## src/rtl/lspc_timer_bank.sv

```systemverilog
// lspc_timer_bank: bank of independent down-counting timers with programmable reload.
//
// Each channel holds a reload register written as two 16-bit halves from the CPU bus.
// The channel counter decrements on every tick (RUN_EN high and not halted).
// The counter is reloaded by any of three mode-selected triggers:
// the cycle after a low-half write, a frame start, or an expiry.
// An expiry is a tick taken while the counter reads zero.
// Without an expiry reload, an expiry either wraps the counter to all-ones
// or, in one-shot mode, parks the counter at zero and halts the channel.
//
// Ports:
//   TIMER_CLK, nRESET        clock, asynchronous active-low reset
//   M68K_DATA                16-bit write data
//   WR_TIMER_HIGH/LOW[n]     per-channel write strobes for reload[WIDTH-1:16] / reload[15:0]
//   TIMER_MODE[3n+2:3n]      bit0 reload on low write, bit1 on frame start, bit2 on expiry
//   ONESHOT[n]               halt at zero after expiry
//   TIMER_IRQ_EN[n]          per-channel IRQ enable
//   IRQ_ACK[n]               clear the pending flag
//   FRAME_START, RUN_EN      shared frame pulse and global count enable
//   TIMER_IRQ[n], IRQ_ANY    registered pending flags and their OR
//   COUNT                    live counters, channel 0 in the LSBs
module lspc_timer_bank #(
  parameter int unsigned CHANNELS = 2,
  parameter int unsigned WIDTH    = 32
) (
  input  logic                      TIMER_CLK,
  input  logic                      nRESET,
  input  logic [15:0]               M68K_DATA,
  input  logic [CHANNELS-1:0]       WR_TIMER_HIGH,
  input  logic [CHANNELS-1:0]       WR_TIMER_LOW,
  input  logic [3*CHANNELS-1:0]     TIMER_MODE,
  input  logic [CHANNELS-1:0]       ONESHOT,
  input  logic [CHANNELS-1:0]       TIMER_IRQ_EN,
  input  logic [CHANNELS-1:0]       IRQ_ACK,
  input  logic                      FRAME_START,
  input  logic                      RUN_EN,
  output logic [CHANNELS-1:0]       TIMER_IRQ,
  output logic                      IRQ_ANY,
  output logic [CHANNELS*WIDTH-1:0] COUNT
);

  logic [WIDTH-1:0]    reload_q [CHANNELS];
  logic [WIDTH-1:0]    reload_d [CHANNELS];
  logic [WIDTH-1:0]    count_q  [CHANNELS];
  logic [WIDTH-1:0]    count_d  [CHANNELS];
  logic [CHANNELS-1:0] halted_q, halted_d;
  logic [CHANNELS-1:0] irq_q, irq_d;
  // Delayed low-write strobe: the low-write reload uses the value latched by that write.
  logic [CHANNELS-1:0] wr_low_q;
  logic                irq_any_q;

  logic [CHANNELS-1:0] tick, expiry, do_reload;

  always_comb begin
    tick      = '0;
    expiry    = '0;
    do_reload = '0;
    halted_d  = halted_q;
    irq_d     = irq_q;
    for (int n = 0; n < CHANNELS; n++) begin
      reload_d[n] = reload_q[n];
      if (WR_TIMER_HIGH[n]) reload_d[n][WIDTH-1:16] = M68K_DATA[WIDTH-17:0];
      if (WR_TIMER_LOW[n])  reload_d[n][15:0]       = M68K_DATA;

      tick[n]      = RUN_EN & ~halted_q[n];
      expiry[n]    = tick[n] & (count_q[n] == '0);
      do_reload[n] = (TIMER_MODE[3*n]   & wr_low_q[n]) |
                     (TIMER_MODE[3*n+1] & FRAME_START) |
                     (TIMER_MODE[3*n+2] & expiry[n]);

      // Reload uses reload_q, so a write in the same cycle takes effect one cycle later.
      count_d[n] = count_q[n];
      if (do_reload[n]) begin
        count_d[n]  = reload_q[n];
        halted_d[n] = 1'b0;
      end else if (expiry[n]) begin
        if (ONESHOT[n]) halted_d[n] = 1'b1;
        else            count_d[n]  = '1;
      end else if (tick[n]) begin
        count_d[n] = count_q[n] - WIDTH'(1);
      end

      // Enable gates everything; a set beats a coincident acknowledge.
      if (!TIMER_IRQ_EN[n])  irq_d[n] = 1'b0;
      else if (expiry[n])    irq_d[n] = 1'b1;
      else if (IRQ_ACK[n])   irq_d[n] = 1'b0;
    end
  end

  always_ff @(posedge TIMER_CLK or negedge nRESET) begin
    if (!nRESET) begin
      for (int n = 0; n < CHANNELS; n++) begin
        reload_q[n] <= '0;
        count_q[n]  <= '0;
      end
      halted_q  <= '0;
      irq_q     <= '0;
      wr_low_q  <= '0;
      irq_any_q <= 1'b0;
    end else begin
      for (int n = 0; n < CHANNELS; n++) begin
        reload_q[n] <= reload_d[n];
        count_q[n]  <= count_d[n];
      end
      halted_q  <= halted_d;
      irq_q     <= irq_d;
      wr_low_q  <= WR_TIMER_LOW;
      irq_any_q <= |irq_d;
    end
  end

  assign TIMER_IRQ = irq_q;
  assign IRQ_ANY   = irq_any_q;

  for (genvar g = 0; g < CHANNELS; g++) begin : g_count
    assign COUNT[g*WIDTH +: WIDTH] = count_q[g];
  end

endmodule

```

## config.mk

```make
export PLATFORM = sky130hd
export DESIGN_NAME = lspc_timer_bank
export DESIGN_NICKNAME = d
export VERILOG_FILES = /design/src/rtl/lspc_timer_bank.sv
export SDC_FILE = /design/constraint.sdc
export NUM_CORES = 1
export LEC_CHECK = 0
export ABC_AREA = 1
export CAP_MARGIN = 20
export CORE_MARGIN = 2
export CORE_UTILIZATION = 55
export CTS_BUF_LIST = sky130_fd_sc_hd__clkbuf_4 sky130_fd_sc_hd__clkbuf_8
export CTS_CLUSTER_SIZE = 14
export DETAILED_ROUTE_END_ITERATION = 12
export PLACE_DENSITY = 0.8
export SKIP_LAST_GASP = 1
export SLEW_MARGIN = 0
export SYNTH_ARGS = -nofsm -noshare
export SYNTH_HDL_FRONTEND = slang
export SYNTH_SLANG_ARGS = --single-unit
```

## constraint.sdc

```tcl
create_clock -name TIMER_CLK -period 2.99 [get_ports TIMER_CLK]
set_input_delay 0.897 -clock TIMER_CLK [delete_from_list [all_inputs] [get_ports TIMER_CLK]]
set_output_delay 0.897 -clock TIMER_CLK [all_outputs]
set_load 0.02 [all_outputs]
```

==> metrics.yaml, run 1 <==
outcome:
  status: "complete, no violations"
global_route:
  grt_pass1_wl_mm: 33.2
  grt_pass1_vias: 6557
  grt_overflow: 0
  grt_max_degree: 67
  grt_use_total: 0.290
  antenna_found_initial: 0
sta:
  holdWs_ps: 459
  finalSetupTns_ps: 0
  hold_viol_final: 0
  worst_slew_pin_slew_ps: 662
  maxSlewViolCount: 0
  rsz0062_at_grt: "no"
  clock_skew_ps: 7.13
  period_needed_ps: 2500
  fmax_ghz: 0.399
  period_share: 0.838
  finalSetupViolations: 0
  slew_headroom: 0.558
floorplan:
  ios: 103
  fp.dieW_um: 122
  start_util: 0.558
  die_h_um: 122
  design.core.area_mm2: 0.0137
  die-area_mm2: 0.0149
  rows: 43
placement:
  portBuffers: 102
  dp_hpwl_mm: 14.9
  place_inst: 1357
  gp_congestion: 0.956
route:
  ant_nets: 0
  drt_iter0_drc: 686
  drc_errors: 0
  firstDrtPassIters: 5
  vias: 7397
  routed_via_density: 5.33
  totalWireLength_mm: 20.8
  wire_per_inst_um: 15.0
worst_setup_path:
  critPathSlowestCell: "clkdlybuf4s50_1"
  path_max_fanout: 6
  cp_top_family: "buffers and inverters"
  path_cells: "clkdlybuf4s50_1"
  critPathLaunch: "COUNT[47]$_DFFE_PN0P_"
  cp.required_ps: 2090
  crit_arrival_ps: 1610
  reg2reg_to: "COUNT[55]$_DFFE_PN0P_"
  path_buf_inv: 1
  cpPeakStageDelay_ps: 660
  r2r_slack_ps: 710
  critical_path_class: "flop to primary output"
  r2r_start: "COUNT[32]$_DFFE_PN0P_"
  reg2regPathDepth: 11
  cp-end-kind: "primary output"
  cp-start-kind: "flop"
clock_network:
  cts_buffers: 17
  post_cts_buffers: 0
  clkSlewWorstSetupHoldPaths_ps: 80
  cts_tree: "built"
  cts_sinks: 135
  ctsLongestPathBuffers: 2
  cts_hold_buffers: 0
  htreeDepth: 4
  cts_root_buf: "clkbuf_8"
  post_cts_resize_count: 0
  clkLatencyLatePin_ps: 450
layout:
  drive_gt1_frac: 0.0778
  stdcell_count: 1388
  finish.net_count: 1234
  final_common_cell: "nand2_1"
  area_growth_pct: 21.7
  layout_common_cells: "nand2_1, nand3_1, dfrtp_1"
  post-route-util: 0.679
  fillers: 1199
  seqCellArea_mm2: 0.00338
  diodes: 0
  multi_input_area_mm2: 0.00358
synthesis:
  ys_warn_count: 0
  netlist_area_mm2: 0.00765
  synthTopCellsByArea: "dfrtp_1, nand2_1, nand3_1, inv_1, nor2_1"
  synth_top_cell_by_area: "dfrtp_1"
  avgSynthCellArea_um2: 6.99
  synth_cell_types: 29
  synth_top_area_frac: 0.442
  synth-seq-cells: 135
  synth_flop_cell: "dfrtp_1"
  synth_edf_count: 0
  yosysSeqAreaShare: 0.442
  synth_cells: 1094
  async_flop_share: 1.00
  synth_nets: 1132
min_path:
  hold_class: "input port to async pin"
run:
  cap_viol_max_count: 0
power:
  leakagePower_nw: 4.49
  powerDensity_mw_per_mm2: 612
  vdd_drop_max_mv: 0.318
-- routing by layer --
| metal | track usage | share of wire |
|---|---|---|
| met2 | 0.493 | 0.50 |
| met4 | 0.0884 | 0.018 |
| met1 | 0.383 | 0.42 |
| met5 | 0 | 0 |
| met3 | 0.0445 | 0.062 |
-- registers in the layout, indices dropped and copies added (netlist names) --
register   count
COUNT         64
reload_q      64
TIMER_IRQ      2
halted_q       2
wr_low_q       2
IRQ_ANY        1
-- cell type report --
type                    instances  share of cell area
well taps                     180              0.0242
flip-flops and latches        135               0.363
repair buffers                122               0.134
clock inverters                14              0.0198
multi-input cells             798               0.385
clock buffers                  17              0.0251
inverters                     122              0.0494
-- metrics by stage --
step / setup WS [ps] / cell area, um^2 / total power, mW
CTS: 478 / 9310 / 5.70
detailed placement: 139 / 8890 / 4.09
global route: 435 / 9310 / 5.99
global placement: 155 / 8890 / 4.04
floorplan: 830 / 7650 / 3.36
finish: 486 / 9310 / 5.69
-- how the worst max path moves through the flow --
stage | endpoint | slack (ps) | depth (start not counted)
after detailed placement | COUNT[9]$_DFFE_PN0P_ | 140 | 11
after global routing | COUNT[61] | 430 | 1
after CTS | COUNT[46] | 480 | 1
after global placement | COUNT[10]$_DFFE_PN0P_ | 160 | 11
after floorplan | COUNT[34]$_DFFE_PN0P_ | 830 | 11
final | COUNT[47] | 490 | 1
-- cell usage after synthesis, drive strengths merged, types with 3 or more instances --
library cell	n
buf	24
or2	16
nand3	157
xnor2	8
inv	122
a21oi	3
xor2	8
o21ai	82
nor2	127
nand3b	5
nand2	377
clkbuf	15
dfrtp	135
nand4	9
-- kinds of logic (layout without fill, tap and decap cells) --
kind of cell               count (synthesis)  count (layout)  share of synthesized area
muxes                                      1               1                    0.00147
buffers and inverters                    161             275                     0.0903
and+or+nand+nor                          692             692                      0.387
xor gates and xnor gates                  16              16                     0.0183
AOI/OAI and AO/OA                         87              87                     0.0577
adders and majority gates                  2               2                    0.00327
DFF                                      135             135                      0.442
-- power by group --
group / internal (mW) / total (mW) / switching, mW
clock: 0.894 / 1.62 / 0.724
combinational: 0.703 / 1.68 / 0.981
sequential: 2.08 / 2.39 / 0.316
total: 3.67 / 5.69 / 2.02
Power figures use the tool's default switching activity.
==> run 2, diff against run 1 <==
Clock period 2.99 ns to 2.41 ns, I/O delays scaled along.
==> run 2 against run 1 <==
  * Clock power up 30%
  * Hold slack worse by 290 ps
  * Global-route usage up 1.2 points
  * Critical path depth unchanged
  * Non-clock buffer count up 13
  * Count of clock-buffer cells in the layout up 1
  * Final area up 1.6%
  * Clock skew up 4.4 ps
  * Critical path type unchanged
==> metrics.yaml, run 2 (synthesized netlist as in run 1, its figures left out) <==
clock_network:
  clkLatencyLatePin_ps: 470
  clkSlewWorstSetupHoldPaths_ps: 80
  htreeDepth: 4
  cts_tree: "built"
  ctsLongestPathBuffers: 2
  cts_buffers: 17
  cts_root_buf: "clkbuf_8"
  cts_hold_buffers: 0
  post_cts_buffers: 0
  cts_sinks: 135
  post_cts_resize_count: 0
sta:
  setup_slack_ps: 69.9
  worst_slew_pin_slew_ps: 408
  clock_skew_ps: 11.5
  rsz0062_at_grt: "no"
  slew_headroom: 0.728
  maxSlewViolCount: 0
  period_share: 0.971
  period_needed_ps: 2340
  hold_viol_final: 0
  finalSetupViolations: 0
  fmax_ghz: 0.427
placement:
  dp_hpwl_mm: 15.5
  place_inst: 1370
  gp_congestion: 0.965
  portBuffers: 102
  pre_cts_ws_ps: -175
floorplan:
  ios: 103
  die-area_mm2: 0.0149
  start_util: 0.558
  fp.dieW_um: 122
  design.core.area_mm2: 0.0137
  rows: 43
  die_h_um: 122
global_route:
  grt_use_total: 0.301
  grt_overflow: 0
  grt_pass1_vias: 6890
  grt_pass1_wl_mm: 34.8
  grt_max_degree: 42
  antenna_found_initial: 0
route:
  ant_nets: 0
  drc_errors: 0
  drt_iter0_drc: 892
  firstDrtPassIters: 6
  totalWireLength_mm: 21.3
  wire_per_inst_um: 15.2
  vias: 7476
  routed_via_density: 5.33
worst_setup_path:
  cp_num_cells: 1
  crit_arrival_ps: 1620
  cp_top_family: "buffers and inverters"
  critPathSlowestCell: "clkdlybuf4s50_1"
  path_cells: "clkdlybuf4s50_1"
  cpPeakStageDelay_ps: 660
  cp.required_ps: 1690
  path_buf_inv: 1
  reg2regPathDepth: 11
  critical_path_class: "flop to primary output"
  cp-start-kind: "flop"
  path_max_fanout: 6
  cp-end-kind: "primary output"
min_path:
  hold_class: "input port to async pin"
layout:
  finish.net_count: 1247
  post-route-util: 0.689
  diodes: 0
  final_common_cell: "nand2_1"
  drive_gt1_frac: 0.0884
  fillers: 1207
  area_growth_pct: 23.7
  layout_common_cells: "nand2_1, nand3_1, dfrtp_1"
  stdcell_count: 1402
power:
  leakagePower_nw: 4.56
  vdd_drop_max_mv: 0.387
  powerDensity_mw_per_mm2: 760
outcome:
  status: "complete, no violations"
run:
  cap_viol_max_count: 0
-- run 2: final cells by class --
cell class / instances / area [um^2] / area share
inverters: 122 / 460 / 0.0487
clock buffers: 18 / 241 / 0.0255
flip-flops and latches: 135 / 3380 / 0.357
clock inverters: 14 / 200 / 0.0212
repair buffers: 135 / 1370 / 0.145
multi-input cells: 798 / 3580 / 0.379
well taps: 180 / 225 / 0.0238
-- run 2: worst paths after layout --
path / end / slack (ps) / start
setup / recovery: COUNT[46] / 70 / COUNT[46]$_DFFE_PN0P_
hold / removal: COUNT[5]$_DFFE_PN0P_ / 160 / nRESET
setup reg to reg: COUNT[41]$_DFFE_PN0P_ / 200 / COUNT[32]$_DFFE_PN0P_
hold reg to reg: reload_q[48]$_DFFE_PN0P_ / 530 / reload_q[48]$_DFFE_PN0P_
max in group asynchronous: reload_q[35]$_DFFE_PN0P_ / 1680 / nRESET
min in group TIMER_CLK: reload_q[48]$_DFFE_PN0P_ / 530 / reload_q[48]$_DFFE_PN0P_
-- run 2: metal layers --
metal / wire, um / global-route usage / vias to the layer above
li1: - / - / 3667
met1: 8920 / 0.397 / 3452
met2: 10200 / 0.490 / 317
met3: 1540 / 0.0684 / 40
met4: 580 / 0.108 / 0
met5: 0 / 0 / -
-- run 2: metrics by stage --
stage | setup TNS, ps | hold WS, ps | instance area (um^2) | power (mW)
2_1_floorplan | 0 | 427 | 7650 | 4.17
4_1_cts | 0 | 157 | 9460 | 7.21
3_5_place_dp | -9400 | 513 | 9020 | 5.10
5_1_grt | 0 | 166 | 9460 | 7.57
6_report | 0 | 165 | 9460 | 7.18
3_3_place_gp | -6620 | 501 | 9020 | 5.05
-- run 2: power breakdown --
part / internal (mW) / switching (mW) / leakage [nW] / total (mW)
Sequential: 2.58 / 0.401 / 1.63 / 2.98
Combinational: 0.891 / 1.22 / 2.73 / 2.11
Clock: 1.14 / 0.951 / 0.202 / 2.10
-- run 2: worst reg2reg max path, cell delays in order, from the launching register on --
cell	delay [ps]
dfrtp_1	450
inv_1	110
ha_1	250
nand2_2	120
nor2_2	190
nand3_2	170
nor2_4	180
nand2_2	80
nand2_4	100
nand2_4	220
nand3_1	170
nand2_1	60
==> run 3, diff against run 2 <==
==> constraint.sdc (replaced) <==
create_clock -name TIMER_CLK -period 2.41 [get_ports TIMER_CLK]
set_input_delay 0.3615 -clock TIMER_CLK [delete_from_list [all_inputs] [get_ports TIMER_CLK]]
set_output_delay 0.3615 -clock TIMER_CLK [all_outputs]
set_load 0.02 [all_outputs]
==> run 3 against run 2 <==
  * Count of clock-buffer cells in the layout up 2
  * Hold slack improved by 190 ps
  * Via count grew 0.13%
  * Sequential power hardly changed
  * Die area did not move
  * Cell count about the same
  * Sequential share of layout area is 0.13 points higher
  * Total power shrank 0.12%
  * First-iteration DRC count decreased by 9.0%
  * Wire length fell by 2.3%
  * Clock power hardly changed
  * Clock skew shrank 1.7 ps
==> metrics.yaml, run 3 (synthesized netlist as in run 1, its figures left out) <==
worst_setup_path:
  path_cells: "inv_1 -> ha_1 -> nand2_2 -> nor2_4 -> nand3_2 -> nor2_2 -> nand2_1 -> nand2_2 -> nand2_4 -> inv_6 -> nand2_1 -> nand2_1"
  critical_path_class: "flop to flop"
  path_max_fanout: 32
  cp_top_family: "simple AND/OR/NAND/NOR gates"
  cp-end-kind: "flop"
  crit_arrival_ps: 2580
  path_buf_inv: 2
  cp-start-kind: "flop"
  cp.required_ps: 2800
  critPathMostFrequentCell: "nand2_1"
  critPathSlowestCell: "dfrtp_1"
  cpPeakStageDelay_ps: 430
layout:
  seqCellArea_mm2: 0.00338
  area_growth_pct: 23.2
  multi_input_area_mm2: 0.00359
  finish.net_count: 1246
  fillers: 1156
  diodes: 0
  layout_common_cells: "nand2_1, nand3_1, dfrtp_1"
  drive_gt1_frac: 0.0868
  final_common_cell: "nand2_1"
route:
  firstDrtPassIters: 5
  drc_errors: 0
  vias: 7486
  routed_via_density: 5.34
  wire_per_inst_um: 14.8
  totalWireLength_mm: 20.8
  drt_iter0_drc: 812
  ant_nets: 0
floorplan:
  fp.dieW_um: 122
  start_util: 0.558
  rows: 43
  ios: 103
  die_h_um: 122
  design.core.area_mm2: 0.0137
  die-area_mm2: 0.0149
sta:
  period_share: 0.908
  hold_viol_final: 0
  holdWs_ps: 353
  finalSetupViolations: 0
  fmax_ghz: 0.457
  period_needed_ps: 2190
  rsz0062_at_grt: "no"
  maxSlewViolCount: 0
  worst_slew_pin_slew_ps: 578
  slew_headroom: 0.614
  clock_skew_ps: 9.85
  finalSetupTns_ps: 0
power:
  swShare: 0.352
  combPwrFrac: 0.293
  leakagePower_nw: 4.56
  power.switching_mw: 2.52
  vdd_drop_max_mv: 0.364
  totalPowerFinal_mw: 7.18
  pwr-share-seq: 0.414
  p_clk_frac: 0.293
  powerDensity_mw_per_mm2: 761
  intPower_mw: 4.65
clock_network:
  htreeDepth: 4
  cts_root_buf: "clkbuf_8"
  cts_sinks: 135
  clkSlewWorstSetupHoldPaths_ps: 80
  ctsLongestPathBuffers: 2
  cts_buffers: 17
  cts_tree: "built"
  clkLatencyLatePin_ps: 450
run:
  cap_viol_max_count: 0
global_route:
  grt_pass1_wl_mm: 33.6
  antenna_found_initial: 0
  grt_max_degree: 59
  grt_overflow: 0
  grt_use_total: 0.291
  grt_pass1_vias: 6778
outcome:
  status: "complete, no violations"
placement:
  dp_hpwl_mm: 15.2
  portBuffers: 102
  gp_congestion: 0.966
min_path:
  hold_class: "input port to async pin"
[run 3: cell types whose count changed in the layout (fill, tap and decap cells not counted), moves of 2 or more]
cell,delta
buf_12,-3
clkinv_2,+3
clkbuf_8,+2
clkinv_4,-2
clkinvlp_4,-2
[run 3: final cells by class]
cell class	count	share of cell area
clock buffers	20	0.0285
clock inverters	12	0.0185
inverters	122	0.0491
multi-input cells	798	0.381
flip-flops and latches	135	0.358
well taps	180	0.0239
repair buffers	134	0.141
[run 3: worst paths after layout]
path | start | to | slack (ps) | cells after the start
setup / recovery | COUNT[0]$_DFFE_PN0P_ | COUNT[19]$_DFFE_PN0P_ | 220 | 12
hold / removal | nRESET | COUNT[10]$_DFFE_PN0P_ | 350 | 2
setup reg to reg | COUNT[0]$_DFFE_PN0P_ | COUNT[19]$_DFFE_PN0P_ | 220 | 12
hold reg to reg | halted_q[0]$_DFFE_PN0P_ | halted_q[0]$_DFFE_PN0P_ | 520 | 2
max in group asynchronous | nRESET | reload_q[61]$_DFFE_PN0P_ | 1370 | 3
min in group TIMER_CLK | halted_q[0]$_DFFE_PN0P_ | halted_q[0]$_DFFE_PN0P_ | 520 | 2
[run 3: power groups by stage]
stage	Combinational, mW	Clock, mW	Sequential, mW
2_1_floorplan	1.00	0	3.17
3_3_place_gp	2.05	0	2.99
3_5_place_dp	2.09	0	3.00
4_1_cts	2.10	2.12	2.96
5_1_grt	2.33	2.23	3.01
6_report	2.10	2.10	2.97
[run 3: metal layers]
metal	vias to the layer above	track usage	wire length [um]
met5	-	0	0
li1	3658	-	-
met2	298	0.473	9940
met3	52	0.0552	1380
met1	3478	0.381	8840
met4	0	0.127	595
[run 3: stage by stage]
stage	instances	utilization	setup WS [ps]	area (um^2)
final	1401	0.687	222	9420
after global routing	1401	0.687	4.62	9420
after CTS	1401	0.686	113	9420
after detailed placement	1368	0.653	83.7	8960
after global placement	1368	0.653	111	8960
after floorplan	1094	-	490	7650
[run 3: repair_timing]
item | 4_1_cts | 5_1_grt
gates resized for setup | 0 | 2
setup buffers | 0 | 0
hold buffers | 1 | 0
setup endpoints to repair | 0 | 34
hold endpoints to repair | 27 | 0
